`config.mk`:
```
export PLATFORM = sky130hd
export DESIGN_NAME = iobuf_halfduplex_ctrl
export DESIGN_NICKNAME = d
export VERILOG_FILES = /design/src/rtl/iobuf_halfduplex_ctrl.sv
export SDC_FILE = /design/constraint.sdc
export NUM_CORES = 1
export LEC_CHECK = 0
export ABC_AREA = 0
export BUFFER_PORTS_ARGS = -buffer_cell sky130_fd_sc_hd__buf_2
export CAP_MARGIN = 20
export CORE_MARGIN = 2
export CORE_UTILIZATION = 53
export CTS_CLUSTER_SIZE = 16
export DETAILED_ROUTE_END_ITERATION = 6
export GPL_TIMING_DRIVEN = 0
export PLACE_DENSITY = 0.77
export SYNTH_ARGS = -nofsm -noshare
export SYNTH_HDL_FRONTEND = slang
export SYNTH_SLANG_ARGS = --single-unit
export TNS_END_PERCENT = 5
```
`constraint.sdc`:
```
create_clock -name clk -period 1.95 [get_ports clk]
set_clock_uncertainty 0.1 [all_clocks]
set_input_delay 0.2925 -clock clk [delete_from_list [all_inputs] [get_ports clk]]
set_output_delay 0.2925 -clock clk [all_outputs]
set_load 0.005 [all_outputs]
```
`src/rtl/iobuf_halfduplex_ctrl.sv`:
```
// Half-duplex sequencer for one bidirectional tri-state pad.
// Arbitrates write/read requesters, shifts WIDTH-bit words MSB first,
// and holds the pad released for a turnaround gap after every transfer.
module iobuf_halfduplex_ctrl #(
  parameter int WIDTH     = 8,
  parameter int TA_CYCLES = 2
) (
  input  logic             clk,
  input  logic             rst_n,
  input  logic             wr_req,
  input  logic [WIDTH-1:0] wr_data,
  output logic             wr_ack,
  input  logic             rd_req,
  output logic [WIDTH-1:0] rd_data,
  output logic             rd_valid,
  output logic             busy,
  output logic             pad_i,
  output logic             pad_t,
  input  logic             pad_o
);

  // One counter serves both the bit phase and the turnaround phase.
  localparam int CW = $clog2(WIDTH + 16);

  typedef enum logic [1:0] {IDLE, WRITE, READ, TURN} state_t;

  state_t           state, state_nx;
  logic [CW-1:0]    cnt, cnt_nx;
  logic [WIDTH-1:0] sh, sh_nx;
  logic [WIDTH:0]   sh_ext;
  logic             last_rd, last_rd_nx;
  logic             ack_nx, vld_nx;

  // Next-state, shift and arbitration logic.
  always_comb begin
    state_nx   = state;
    cnt_nx     = cnt;
    sh_nx      = sh;
    sh_ext     = '0;
    last_rd_nx = last_rd;
    ack_nx     = 1'b0;
    vld_nx     = 1'b0;
    case (state)
      IDLE: begin
        cnt_nx = '0;
        // On a tie the requester not served last time wins.
        if (wr_req && (!rd_req || last_rd)) begin
          state_nx   = WRITE;
          sh_nx      = wr_data;
          last_rd_nx = 1'b0;
        end else if (rd_req) begin
          state_nx   = READ;
          sh_nx      = '0;
          last_rd_nx = 1'b1;
        end
      end
      WRITE: begin
        // Extended vector keeps the shift legal for WIDTH == 1.
        sh_ext = {sh, 1'b0};
        sh_nx  = sh_ext[WIDTH-1:0];
        if (cnt == CW'(WIDTH - 1)) begin
          state_nx = TURN;
          cnt_nx   = '0;
          ack_nx   = 1'b1;
        end else begin
          cnt_nx = cnt + CW'(1);
        end
      end
      READ: begin
        sh_ext = {sh, pad_o};
        sh_nx  = sh_ext[WIDTH-1:0];
        if (cnt == CW'(WIDTH - 1)) begin
          state_nx = TURN;
          cnt_nx   = '0;
          vld_nx   = 1'b1;
        end else begin
          cnt_nx = cnt + CW'(1);
        end
      end
      default: begin
        if (cnt == CW'(TA_CYCLES - 1)) begin
          state_nx = IDLE;
          cnt_nx   = '0;
        end else begin
          cnt_nx = cnt + CW'(1);
        end
      end
    endcase
  end

  // State register; pad controls are registered from the next state so no
  // input reaches pad_t/pad_i combinationally.
  always_ff @(posedge clk or negedge rst_n) begin
    if (!rst_n) begin
      state    <= IDLE;
      cnt      <= '0;
      sh       <= '0;
      last_rd  <= 1'b1;
      wr_ack   <= 1'b0;
      rd_valid <= 1'b0;
      rd_data  <= '0;
      busy     <= 1'b0;
      pad_t    <= 1'b1;
      pad_i    <= 1'b0;
    end else begin
      state    <= state_nx;
      cnt      <= cnt_nx;
      sh       <= sh_nx;
      last_rd  <= last_rd_nx;
      wr_ack   <= ack_nx;
      rd_valid <= vld_nx;
      if (vld_nx) rd_data <= sh_nx;
      busy     <= (state_nx != IDLE);
      pad_t    <= (state_nx != WRITE);
      pad_i    <= (state_nx == WRITE) ? sh_nx[WIDTH-1] : 1'b0;
    end
  end

endmodule
```
# == Yosys cells after proc, flatten, opt, wreduce, memory -nomap -nowiden ==
# Cells that the tools add are included.
# totals
wordCells,42
latch_bits,0
memories,0
reg_bits,29
out_inout_bits,13
ramBits,0
inputBits,13
mem_bits_ro,0
# op_classes
magnitude_cmp,0
add_sub_neg,1
mul,0
div_mod_pow,0
reduce_logical,8
n_eq_ne,6
n_bitwise,0
n_shift,0
muxes,17
# ops
cell,count
one-hot mux 8 bit (3 select lines),1
two-way mux 8 bit,2
two-way mux 5 bit,2
one-hot mux 5 bit (2 select lines),1
two-way mux 2 bit,4
two-way mux 1 bit,6
adder 5 x 1 -> 5 bit (second input constant),1
== test 5 x 1 -> 1 bit (second input constant),1
== test 5 x 3 -> 1 bit (second input constant),1
== test 2 x 1 -> 1 bit (second input constant),2
one-hot mux 2 bit (2 select lines),1
nonzero test 2 bit,2
== test 2 bit (second input constant),1
zero test 2 bit,1
inequality test 2 x 1 -> 1 bit (second input constant),1
AND reduction 2 bit,1
OR reduction 2 bit,1
logical AND 1 bit,1
zero test 1 bit,1
logical OR 1 bit,1

# == Depth between registers and ports, before layout ==
# logic_depth
depth_word,7
depth_mapped,7
mapped_depth_nobuf,6

# == Least setup slack after synthesis ==
# No wires, ideal clock.
# synth_path
path_kind,reg-to-reg
start,register state[0]
end,register rd_data[1]
slack_ns,0.161
required_time_ns,1.725
synth_period_minus_slack_ns,1.789
arrival_time_ns,1.564
stages_incl_launch_ff,8
setup_time_ns,0.125
path_buffers,1
path_cell_list,dfrtp_1 > inv_1 > ha_1 > or2_2 > clkbuf_1 > a32oi_1 > o2bb2ai_1 > mux2_2
# synth_between
elab_chain_cells,2
elab_cells_between_ends,5
classes_between,2 x eq/ne; 2 x mux; 1 x reduce/logical
# synth_lines
element,line_no,source
start: declaration,27,"state_t state, state_nx;"
start signal: assignment,106,state <= state_nx;
"== test 2 bit, or another cell as far along",43,case (state)
one-hot mux 8 bit (3 select lines) (*),43,
net sh_nx[1],29,"logic [WIDTH-1:0] sh, sh_nx;"
end signal: assignment,112,if (vld_nx) rd_data <= sh_nx;
end: declaration,14,"output logic [WIDTH-1:0] rd_data,"
# The timed path passes the listed nets; every way through them passes the cells marked *.
# A chain may end at the register's enable or synchronous reset.

# == Worst setup path after layout ==
# layout_path
start,register cnt[1]
end,register busy
# layout_between
elab_chain_cells,4
elab_cells_between_ends,6
classes_between,2 x eq/ne; 3 x mux; 1 x reduce/logical
# layout_lines
element,line_no,source
start: declaration,28,"logic [CW-1:0] cnt, cnt_nx;"
start signal: assignment,107,cnt <= cnt_nx;
== test 5 x 1 -> 1 bit / == test 5 x 3 -> 1 bit (equally long branches),"81, 61, 72",
two-way mux 2 bit (on tied branches),"81, 61, 72",
one-hot mux 2 bit (2 select lines) (*),43,
net state_nx[1],27,
nonzero test 2 bit (*),113,busy <= (state_nx != IDLE);
end signal: assignment,113,
end: declaration,16,"output logic busy,"
# Marked as above.

==> impl_metrics.env <==
export IMPL_vias_per_cell=5.637
export IMPL_critical_path_max_stage_delay_ns=0.49
export IMPL_setup_ws_ns=0.1000
export IMPL_insertion_delay_ns=0.33
export IMPL_start_kind="flop"
export IMPL_synth_top_family_by_area="compound AO/OA/AOI/OAI gates"
export IMPL_grt_usage=0.2028
export IMPL_synthMuxAreaShare=0.06685
export IMPL_crit_type="flop to flop"
export IMPL_syn_mean_instance_area_um2=12.30
export IMPL_place_congestion=0.7784
export IMPL_p_clk_frac=0.230
export IMPL_cp_endpoint="busy"
export IMPL_hold_violations=0
export IMPL_finalSetupTns_ns=0
export IMPL_cts_sinks=29
export IMPL_drc=0
export IMPL_combPwrFrac=0.376
export IMPL_hpwl_um=1766
export IMPL_cts_root_buf="clkbuf_4"
export IMPL_ios=26
export IMPL_clk_path_buf_depth=2
export IMPL_status="finished, final reports clean"
export IMPL_synth_edf_count=0
export IMPL_rsz0062_at_grt="no"
export IMPL_rr_startpoint="cnt[1]"
export IMPL_seqPwrFrac=0.395
export IMPL_start_util=0.5463
export IMPL_rows=18
export IMPL_ys_seq_elements=29
export IMPL_synthAdderAreaFrac=0.05650
export IMPL_h_tree_depth=2
export IMPL_die_h_um=54.07
export IMPL_drt_iter0_markers=12
export IMPL_crit_arrival_ns=1.97
export IMPL_drv_slew=0
export IMPL_total_power_mw=2.233
export IMPL_antenna_cells=0
export IMPL_place_ws_ns=-0.03692
export IMPL_ant_nets=0
export IMPL_intPower_mw=1.458
export IMPL_areaGrowthSynthToFinish_pct=21.00
export IMPL_hold_class="primary input to flop"
export IMPL_syn_nets=127
export IMPL_power_leakage_nw=0.7962
export IMPL_routed_wl_um=2496
export IMPL_yosys_warnings=0
export IMPL_tightest_slew_ns=0.6319
export IMPL_synth_async_sr_flop_share=1.000
export IMPL_die_x_um=54.07
export IMPL_grt_pass1_vias=930
export IMPL_synth_compound_area_frac=0.1751
export IMPL_max_cap_violations=0
export IMPL_worstPathMaxFanout=4
export IMPL_fin_crit_ns=1.850
export IMPL_final_layout_size_suffix_gt1_frac=0.3830
export IMPL_core_area_um2=2432
export IMPL_syn_inst=108
export IMPL_io_buffers=25
export IMPL_crit_buf_inv=1
export IMPL_period_share=0.9487
export IMPL_p_sw_mw=0.7748
export IMPL_die_area_um2=2924
export IMPL_timing_rr_end="busy"
export IMPL_final_setup_viol_count=0
export IMPL_ir_drop_uv=900.0
export IMPL_fin_nets=159
export IMPL_cpLargestDelayFamily="simple AND/OR/NAND/NOR gates"
export IMPL_r2r_slack_ns=0.10
export IMPL_antenna_found_initial=0
export IMPL_yosys_cell_types_count=32
export IMPL_path_cells="inv_1 -> ha_1 -> or4b_4 -> a21oi_4 -> o22ai_2 -> or2_1"
export IMPL_numCtsBuffers=5
export IMPL_powerDensity_nw_per_um2=1389
export IMPL_crit_slowest_cell="or4b_4"
export IMPL_yosys_area_share_simple=0.1083
export IMPL_relSlewSlack=0.5787
export IMPL_grt_max_degree=30
export IMPL_clkSlewWorstSetupHoldPaths_ns=0.09
export IMPL_yosysSeqAreaShare=0.5480
export IMPL_first_pass_iters=4
export IMPL_grt_ovfl_total=0
export IMPL_grt_pass1_wl_um=4077
export IMPL_crit_path_start="cnt[1]"
export IMPL_fmax_mhz=540.5
export IMPL_cp_end_kind="flop"
export IMPL_synth_xor_xnor_area_share=0.01977
export IMPL_p_sw_frac=0.3470
export IMPL_vias=964
export IMPL_post_route_util=0.6610
export IMPL_worst_ep_required_time_ns=2.07
export IMPL_path_depth=6
export IMPL_netlist_area_um2=1329
export IMPL_tritoncts="yes"
export IMPL_ys_flop_type="dfrtp_1"
export IMPL_r2r_cells=6
export IMPL_wire_per_inst_um=14.60
-- worst reg2reg max path, cell delays in order (launching register included) --
cell and delay [ns]:
dfrtp_1 0.40, inv_1 0.06, ha_1 0.12, or4b_4 0.49, a21oi_4 0.23, o22ai_2 0.11
or2_1 0.23
-- power by group through the flow --
stage | logic, mW | registers [mW] | clock network (mW)
after floorplan | 0.604 | 0.872 | 0
after global placement | 0.772 | 0.884 | 0
after detailed placement | 0.791 | 0.889 | 0
after CTS | 0.815 | 0.879 | 0.524
after global routing | 0.937 | 0.905 | 0.552
final | 0.839 | 0.881 | 0.514
-- worst min-delay path by stage --
stage / start / to / slack [ns] / cells past startpoint
final: rd_req / last_rd / 0.11 / 3
after CTS: rd_req / last_rd / 0.1 / 3
after floorplan: rst_n / busy / -0.10 / 0
after detailed placement: rst_n / cnt[4] / 0.26 / 1
after global routing: rd_req / last_rd / 0.11 / 3
after global placement: rst_n / cnt[4] / 0.24 / 1
-- Yosys cell counts (2+ instances only) --
| cell | number | area [um2] |
|---|---|---|
| a21oi_1 | 3 | 15.01 |
| a2bb2oi_1 | 2 | 17.52 |
| a32oi_1 | 8 | 70.07 |
| and2_1 | 2 | 12.51 |
| clkbuf_1 | 3 | 11.26 |
| dfrtp_1 | 27 | 675.7 |
| dfstp_2 | 2 | 52.55 |
| ha_1 | 6 | 75.07 |
| inv_1 | 4 | 15.01 |
| mux2_2 | 7 | 78.83 |
| nand2_1 | 4 | 15.01 |
| nand2b_1 | 3 | 18.77 |
| nand3_1 | 3 | 15.01 |
| nor2_1 | 8 | 30.03 |
| o22ai_2 | 2 | 25.02 |
| o2bb2ai_1 | 7 | 61.31 |
| xor2_1 | 2 | 17.52 |
-- area by class of cell --
type	count	area (um2)
buffer	2	8.758
tap	30	37.54
clock buffer	7	55.05
timing repair buffer	27	142.6
inverter	5	18.77
sequential	29	728.2
multi-input combinational	70	586.8
clock inverter	1	30.03
fill	196	824.5
-- cells in the final DEF, fill, tap and decap left out, drive strengths merged --
cell type	count
a32oi	8
xnor2	1
dlygate4sd3	1
a22oi	1
clkbuf	8
o22ai	2
mux2i	1
xor2	2
inv	5
buf	27
a21o	1
dfrtp	27
and2	2
nand2b	3
or4b	1
and4bb	1
mux2	7
a2bb2oi	2
or2	2
o2bb2ai	7
nor2	8
nor3b	1
ha	6
o21ai	1
nor2b	1
dfstp	2
a21oi	4
nand2	4
nand3	3
o21a	1
bufinv	1
-- cell families after synthesis --
family                     Yosys count
muxes                                8
adders and majority gates            6
and+or+nand+nor                     26
DFF                                 29
xor gates and xnor gates             3
buffers and inverters                9
AOI/OAI and AO/OA                   27
-- state kept, by name, indices dropped and copies added, names as in the netlist --
signal    cells
rd_data       8
sh            8
cnt           5
state         2
busy          1
last_rd       1
pad_i         1
pad_t         1
rd_valid      1
wr_ack        1
-- metrics by stage --
stage / cell area [um2] / instances / hold slack (ns)
floorplan: 1329 / 108 / -0.1031
global placement: 1491 / 163 / 0.2395
detailed placement: 1491 / 163 / 0.2560
finish: 1608 / 171 / 0.1058
global route: 1608 / 171 / 0.1081
CTS: 1597 / 172 / 0.09810
-- metal layers --
metal | wire [um] | up-vias | GRT usage | part of all wire
met2 | 1200 | 29 | 0.3049 | 0.48
met3 | 169 | 4 | 0.05556 | 0.068
met5 | 0 | - | 0 | 0
met1 | 1089 | 471 | 0.2585 | 0.44
li1 | - | 460 | - | -
met4 | 37 | 0 | 0.1250 | 0.015
-- what timing repair did --
item | in CTS | in global routing
hold buffers | 1 | 0
endpoints found under the setup margin | 9 | 12
setup buffers | 1 | 0
pin swaps | 0 | 0
resized for setup | 1 | 6
hold endpoints to repair | 27 | 0
Note: power is estimated with default switching activity, not from simulation.
